**config.mk**
```make
export PLATFORM = sky130hd
export DESIGN_NAME = cpu_checker_arbiter
export DESIGN_NICKNAME = d
export VERILOG_FILES = /design/src/rtl/cpu_checker_arbiter.sv
export SDC_FILE = /design/constraint.sdc
export NUM_CORES = 1
export LEC_CHECK = 0
export ABC_CLOCK_PERIOD_IN_PS = 3050
export CAP_MARGIN = 20
export CORE_AREA = 3 3 218 220
export CTS_BUF_LIST = sky130_fd_sc_hd__clkbuf_8
export CTS_CLUSTER_SIZE = 14
export DETAILED_ROUTE_END_ITERATION = 16
export DIE_AREA = 0 0 221 223
export PLACE_DENSITY = 0.69
export RECOVER_POWER = 25
export SLEW_MARGIN = 25
export SYNTH_ARGS = -nofsm -noshare
export SYNTH_HDL_FRONTEND = slang
export SYNTH_SLANG_ARGS = --single-unit
```
**constraint.sdc**
```tcl
create_clock -name clk -period 3.05 [get_ports clk]
set_clock_uncertainty 0.2 [all_clocks]
set_input_delay 0.61 -clock clk [delete_from_list [all_inputs] [get_ports clk]]
set_output_delay 0.61 -clock clk [all_outputs]
set_load 0.01 [all_outputs]
```
**src/rtl/cpu_checker_arbiter.sv**
```systemverilog
// Shares one cpu_checker between two trace sources: a granted source's line is
// buffered from '^' to '#', then replayed as one gap-free burst and reported.
module cpu_checker_arbiter #(
  parameter int          MAX_LEN      = 64,
  parameter logic [15:0] FREQ_DEFAULT = 16'd2,
  parameter int          AW           = $clog2(MAX_LEN) + 1
) (
  input  logic        clk,
  input  logic        reset,
  input  logic        cfg_we,
  input  logic [15:0] freq_in,
  input  logic [7:0]  src0_char,
  input  logic        src0_valid,
  output logic        src0_ready,
  input  logic [7:0]  src1_char,
  input  logic        src1_valid,
  output logic        src1_ready,
  output logic [7:0]  chk_char,
  output logic [15:0] chk_freq,
  input  logic [1:0]  chk_format_type,
  input  logic [3:0]  chk_error_code,
  output logic        res_valid,
  output logic        res_src,
  output logic [1:0]  res_format,
  output logic [3:0]  res_error,
  output logic        res_overflow
);

  localparam int IW = $clog2(MAX_LEN);

  localparam logic [2:0] IDLE    = 3'd0;
  localparam logic [2:0] COLLECT = 3'd1;
  localparam logic [2:0] SEND    = 3'd2;
  localparam logic [2:0] WAIT    = 3'd3;
  localparam logic [2:0] REPORT  = 3'd4;

  localparam logic [7:0] CARET = 8'h5E;
  localparam logic [7:0] HASH  = 8'h23;

  logic [2:0]    state;
  logic          grant;
  logic          last_grant;
  logic          pick;
  logic [AW-1:0] wr_ptr;
  logic [AW-1:0] rd_ptr;
  logic [AW-1:0] rd_next;
  logic [7:0]    line_buf [MAX_LEN];
  logic [7:0]    in_char;
  logic          in_valid;
  logic          take;
  logic          buf_we;
  logic [IW-1:0] buf_addr;

  // The source that did not win last time has priority; a lone requester always wins.
  assign pick = (src0_valid && src1_valid) ? ~last_grant : src1_valid;

  assign in_char  = grant ? src1_char : src0_char;
  assign in_valid = grant ? src1_valid : src0_valid;
  assign take     = (state == COLLECT) && in_valid;

  assign src0_ready = (state == COLLECT) && !grant;
  assign src1_ready = (state == COLLECT) && grant;
  assign res_valid  = (state == REPORT);

  assign rd_next = rd_ptr + AW'(1);

  // A '^' always restarts the line at slot 0; anything before the first '^' is dropped.
  assign buf_we   = take && ((in_char == CARET) || (wr_ptr != '0));
  assign buf_addr = (in_char == CARET) ? '0 : wr_ptr[IW-1:0];

  always_ff @(posedge clk) begin
    if (buf_we) line_buf[buf_addr] <= in_char;
  end

  always_ff @(posedge clk) begin
    if (reset) begin
      state        <= IDLE;
      grant        <= 1'b0;
      last_grant   <= 1'b1;
      wr_ptr       <= '0;
      rd_ptr       <= '0;
      chk_char     <= 8'h00;
      chk_freq     <= FREQ_DEFAULT;
      res_src      <= 1'b0;
      res_format   <= 2'b00;
      res_error    <= 4'b0000;
      res_overflow <= 1'b0;
    end else begin
      case (state)
        IDLE: begin
          if (cfg_we) chk_freq <= freq_in;
          if (src0_valid || src1_valid) begin
            grant      <= pick;
            last_grant <= pick;
            state      <= COLLECT;
          end
        end

        COLLECT: begin
          if (take) begin
            if (in_char == CARET) begin
              wr_ptr <= AW'(1);
            end else if (wr_ptr != '0) begin
              wr_ptr <= wr_ptr + AW'(1);
              if (in_char == HASH) begin
                // Preload the first char so the burst starts the cycle after '#'.
                state    <= SEND;
                rd_ptr   <= '0;
                chk_char <= line_buf[0];
              end else if (wr_ptr == AW'(MAX_LEN - 1)) begin
                state        <= REPORT;
                res_src      <= grant;
                res_overflow <= 1'b1;
                res_format   <= 2'b00;
                res_error    <= 4'b0000;
              end
            end
          end
        end

        SEND: begin
          rd_ptr <= rd_next;
          if (rd_next == wr_ptr) begin
            chk_char <= 8'h00;
            state    <= WAIT;
          end else begin
            chk_char <= line_buf[rd_next[IW-1:0]];
          end
        end

        WAIT: begin
          res_format   <= chk_format_type;
          res_error    <= chk_error_code;
          res_overflow <= 1'b0;
          res_src      <= grant;
          state        <= REPORT;
        end

        REPORT: begin
          wr_ptr <= '0;
          rd_ptr <= '0;
          state  <= IDLE;
        end

        default: state <= IDLE;
      endcase
    end
  end

endmodule
```
Word-level counts from Yosys, hierarchy flattened
Memories as Yosys holds them, arrays and structs flattened.
Index checks and enable logic that the tools add are counted.
{"block": "classes", "muxes": 53, "eq_ne": 18, "n_reduce_logical": 21, "bitwise": 1, "add_sub_neg": 2}
{"operator": "7-bit two-way mux", "count": 7}
{"operator": "8-bit two-way mux", "count": 6}
{"operator": "3-bit two-way mux", "count": 7}
{"operator": "7-bit one-hot mux with 3 select lines", "count": 1}
{"operator": "4-bit two-way mux", "count": 5}
{"operator": "8-bit one-hot mux with 2 select lines", "count": 1}
{"operator": "7-bit by 1-bit adder with 7-bit output, second input constant", "count": 2}
{"operator": "1-bit two-way mux", "count": 14}
{"operator": "7-bit one-hot mux with 2 select lines", "count": 1}
{"operator": "3-bit one-hot mux with 4 select lines", "count": 1}
{"operator": "6-bit AND reduction", "count": 2}
{"operator": "2-bit two-way mux", "count": 5}
{"operator": "2-bit inequality test, second input constant", "count": 5}
{"operator": "5-bit AND reduction", "count": 2}
{"operator": "8-bit by 6-bit == test with 1-bit output, second input constant", "count": 1}
{"operator": "8-bit by 7-bit == test with 1-bit output, second input constant", "count": 1}
{"operator": "4-bit one-hot mux with 2 select lines", "count": 1}
{"operator": "7-bit by 6-bit == test with 1-bit output, second input constant", "count": 1}
{"operator": "7-bit == test", "count": 1}
{"operator": "7-bit nonzero test", "count": 1}
{"operator": "3-bit by 2-bit == test with 1-bit output, second input constant", "count": 2}
{"operator": "6-bit two-way mux", "count": 1}
{"operator": "2-bit by 1-bit inequality test with 1-bit output, second input constant", "count": 3}
{"operator": "3-bit by 1-bit inequality test with 1-bit output, second input constant", "count": 2}
{"operator": "13 further kinds", "count": 22}
{"block": "word_totals", "memories": 1, "mem_bits_rw": 512, "inputBits": 43, "output_inout_bits": 35, "word_cells": 107, "regBits": 51}
{"memory": "line_buf", "words": 64, "width": 8, "rd": 2, "rd_clocked_by_memory_dff": 0, "write_ports": 1, "line_no": "47", "source": "logic [7:0] line_buf [MAX_LEN];"}

Longest topological paths before layout
{"block": "depth", "ltp_word": 7, "depth_mapped": 11}

Least setup slack after synthesis
OpenSTA, ideal clock, no wires.
{"block": "synth_timing", "path_kind": "input-to-reg", "start": "in src1_char[1]", "end": "mem line_buf[14][0] (enable)", "t_arrival_ps": 2427, "stages": 7, "setup_time_ps": 385, "slack_ps": 38, "cell_sequence": "nand2_1 -> o22ai_1 -> o221a_2 -> o21a_1 -> clkbuf_1 -> nand4_1 -> nor3b_1"}
{"block": "synth_via", "elab_chain_cells": 6, "elab_cells_between_ends": 7, "classes_between": "1 x eq/ne; 4 x mux; 2 x reduce/logical"}
{"element": "start: declaration", "line_no": "15", "source": "input logic [7:0] src1_char,"}
{"element": "8-bit two-way mux *", "line_no": "57", "source": "assign in_char = grant ? src1_char : src0_char;"}
{"element": "8-bit by 7-bit == test with 1-bit output *", "line_no": "68, 69"}
{"element": "1-bit logical OR", "line_no": "68", "source": "assign buf_we = take && ((in_char == CARET) || (wr_ptr != '0));"}
{"element": "1-bit logical AND", "line_no": "68"}
{"element": "1-bit two-way mux", "line_no": "72", "source": "if (buf_we) line_buf[buf_addr] <= in_char;"}
{"element": "1-bit two-way mux (implied by the code)", "line_no": "72"}
{"element": "end: declaration", "line_no": "47"}
Mark *: on every way between the ends. The rest lies on a longest branch, timed or not.

Final worst setup path
{"block": "layout_timing", "start": "reg rd_ptr[1]", "end": "reg chk_char[7]"}
{"block": "layout_via", "elab_chain_cells": 4, "elab_cells_between_ends": 5, "classes_between": "1 x add/sub; 1 x eq/ne; 2 x mux; 1 x memory"}
{"element": "start: declaration", "line_no": "45", "source": "logic [AW-1:0] rd_ptr;"}
{"element": "start signal: assignment", "line_no": "122", "source": "rd_ptr <= rd_next;"}
{"element": "7-bit by 1-bit adder with 7-bit output *", "line_no": "65", "source": "assign rd_next = rd_ptr + AW'(1);"}
{"element": "memory 64 x 8 bit / 7-bit == test (equally long branches)"}
{"element": "8-bit two-way mux *", "line_no": "123", "source": "if (rd_next == wr_ptr) begin"}
{"element": "8-bit one-hot mux with 2 select lines *", "line_no": "89", "source": "case (state)"}
{"element": "end signal: assignment", "line_no": "109", "source": "chk_char <= line_buf[0];"}
{"element": "end signal: assignment", "line_no": "127", "source": "chk_char <= line_buf[rd_next[IW-1:0]];"}
{"element": "end: declaration", "line_no": "18", "source": "output logic [7:0] chk_char,"}
Marked as above.
A chain may end at the register's enable or synchronous reset.

==> flow_summary.toml <==
[status]
outcome = "complete, no violations"

[global_routing]
gr-usage-all-layers = 0.223
overflow = 0
grt_start_max_net_pins = 65
grt_pass1_wl_mm = 82.8
antenna_found_initial = 1
grt_pass1_vias = 13200

[synth]
netlist_area_mm2 = 0.0227
seq_area_frac_synth = 0.722
synth_area_leaders = "edfxtp_1 68%, mux4_2 13%, dfxtp_1 4.5%"
yosysMostFrequentCell = "edfxtp_1"
yosys_warnings = 0
syn_avg_cell_area_um2 = 17.3
async_flop_share = 0
yosysTopAreaCell = "edfxtp_1"
ys_top_cells_by_count = "512 x edfxtp_1, 133 x nor2_1, 130 x mux4_2"
synthesis.nets = 1358
synthFlopType = "edfxtp_1"
yosysTopAreaCellShare = 0.677
ys_ff_latch = 563
syn_inst = 1312
synth-edff-count = 512
synth_cell_types = 60

[timing]
setup_viol_count_final = 0
period_share = 0.979
slew_violations = 0
max_freq_mhz = 335
hold_viol_final = 0
rsz0062_at_grt = "false"
worstMarginPinSlew_ns = 1.45
min_period_ns = 2.99
slew_headroom = 0.0312

[floorplanning]
die_height_um = 223
die_w_um = 221
fp.coreArea_mm2 = 0.0455
rows = 78
ios = 78
die-area_mm2 = 0.0493
start_util = 0.500

[hold_path]
hold_class = "reg2reg"

[clocking]
postCtsResizedCells = 0
clock_sinks = 563
worstSkewPairLatency_ns = 0.66
htreeDepth = 3
cts_buffer_depth = 3
cts_tree = "yes"
postCtsHoldBufs = 0
cts_made_buffers = 89
cts.clk_slew.worst_paths_ns = 0.06
root_buffer = "clkbuf_8"
postCtsSetupRepairBufs = 0

[setup_path]
path_class = "reg2reg"
crit_path_end = "chk_char[7]$_SDFFE_PP0P_"
reg2reg_depth = 8
crit_fanout = 16
worstSetupStartpoint = "rd_ptr[1]$_SDFFE_PP0P_"
end_kind = "register"
crit_path_start_kind = "register"
arrival_ns = 3.27
worstPathRequired_ns = 3.33
timing.rr.end = "chk_char[7]$_SDFFE_PP0P_"
r2r_start = "rd_ptr[1]$_SDFFE_PP0P_"
reg2reg_slack_ns = 0.06

[placed_design]
dpl_cell_area_mm2 = 0.0254
dp_hpwl_mm = 35.2
portBuffers = 77
gp_congestion = 0.924

[route]
met2_length_mm = 25.3
drc = 0
dr.pass1.iters = 6
wl_met1_mm = 22.2
wl_per_cell_um = 24.2
top_layer = "met4"
ant_nets = 0
met3WireLength_mm = 4.35
drtIter0Drc = 1364
wirelength_mm = 54.3
via_per_inst = 5.85
vias = 13100

[pwr]
p_leak_nw = 8.77
power_density_mw_per_mm2 = 558
combinationalPowerShare = 0.035
irDropWorstVdd_v = 0.000308
p_seq_frac = 0.568
finalPower_w = 0.0151
internal-power_w = 0.0118
swShare = 0.215
power_switching_w = 0.00324
clkPwrFrac = 0.396

[final_layout]
finalInstanceArea_mm2 = 0.0270
nFillCells = 3416
nets = 1618
area_growth_pct = 18.8
drive_above_1_share = 0.262
final_util = 0.594

[run]
maxCapViolCount = 0
cell families after synthesis:
family | share of synthesized area
flip-flops | 0.722
AND/OR/NAND/NOR | 0.0697
multiplexers | 0.142
AO/OA/AOI/OAI | 0.0376
buffers and inverters | 0.0169
XOR/XNOR | 0.0101
adder cells (fa/ha/maj) | 0.00165
through the flow:
step,hold slack (ns),worst slack [ns],setup TNS (ns),instances
floorplan,0.260,0.0377,0,1312
global placement,0.245,-0.235,-56.45,2081
detailed placement,0.246,-0.270,-64.09,2081
CTS,0.255,0.0573,0,2242
global route,0.266,0.00642,0,2242
finish,0.252,0.0632,0,2243
power by group through the flow:
stage	Sequential (W)	Combinational [W]	Clock [W]
final	0.00857	0.000532	0.00597
after global routing	0.00856	0.000574	0.00649
after CTS	0.00856	0.000553	0.00613
after detailed placement	0.00872	0.000552	0
after global placement	0.00872	0.000534	0
after floorplan	0.00873	0.000217	0
layer usage:
layer	vias up	global-route usage
li1	5732	-
met1	6629	0.309
met2	627	0.340
met3	134	0.0474
met4	0	0.107
met5	-	0
worst min path at each step:
stage | from | endpoint | slack (ns) | depth (start not counted)
detailed placement | chk_freq[7]$_SDFFE_PP0P_ | chk_freq[7]$_SDFFE_PP0P_ | 0.25 | 2
global route | chk_freq[4]$_SDFFE_PP0P_ | chk_freq[4]$_SDFFE_PP0P_ | 0.27 | 2
global placement | chk_freq[6]$_SDFFE_PP0P_ | chk_freq[6]$_SDFFE_PP0P_ | 0.24 | 2
finish | chk_freq[2]$_SDFFE_PP0P_ | chk_freq[2]$_SDFFE_PP0P_ | 0.25 | 2
CTS | chk_freq[7]$_SDFFE_PP0P_ | chk_freq[7]$_SDFFE_PP0P_ | 0.25 | 2
floorplan | last_grant$_SDFFE_PP1P_ | last_grant$_SDFFE_PP1P_ | 0.26 | 1
cell type report:
cell class | instances | area [um^2] | share of cell area
diodes | 1 | 2.50 | 0.0000927
clock buffers | 94 | 1290 | 0.0479
clock inverters | 67 | 379 | 0.0140
inverters | 6 | 22.5 | 0.000834
multi-input cells | 667 | 5980 | 0.222
flip-flops and latches | 563 | 16400 | 0.607
well taps | 600 | 751 | 0.0278
repair buffers | 245 | 2170 | 0.0802
worst max-delay path, stage by stage (launching register included):
cell and delay [ns]:
dfxtp_1 0.46, ha_4 0.30, xor2_2 0.27, buf_4 0.25, and2_0 0.39, nand3_1 0.18
a31oi_1 0.41, o311a_1 0.28, nor3_1 0.07
layout by cell type (no fill, tap or decap), types with 11 or more instances in the layout:
cell type,count
nand3_1,36
a32oi_1,12
buf_12,12
buf_4,150
a31oi_1,11
nor3_1,17
clkbuf_8,94
nor2_1,133
inv_1,35
a21oi_1,28
nor2b_1,11
clkinv_2,13
nand2_1,115
dfxtp_1,50
mux4_2,130
mux2i_1,23
edfxtp_1,512
clkinv_1,16
o21ai_0,22
clkdlybuf4s50_1,76
flip-flops by register name, indices dropped and copies added, names as in the netlist:
register      cells
chk_char          8
chk_freq         16
grant             1
last_grant        1
line_buf        512
rd_ptr            7
res_error         4
res_format        2
res_overflow      1
res_src           1
state             3
wr_ptr            7
Power figures use the tool's default switching activity.
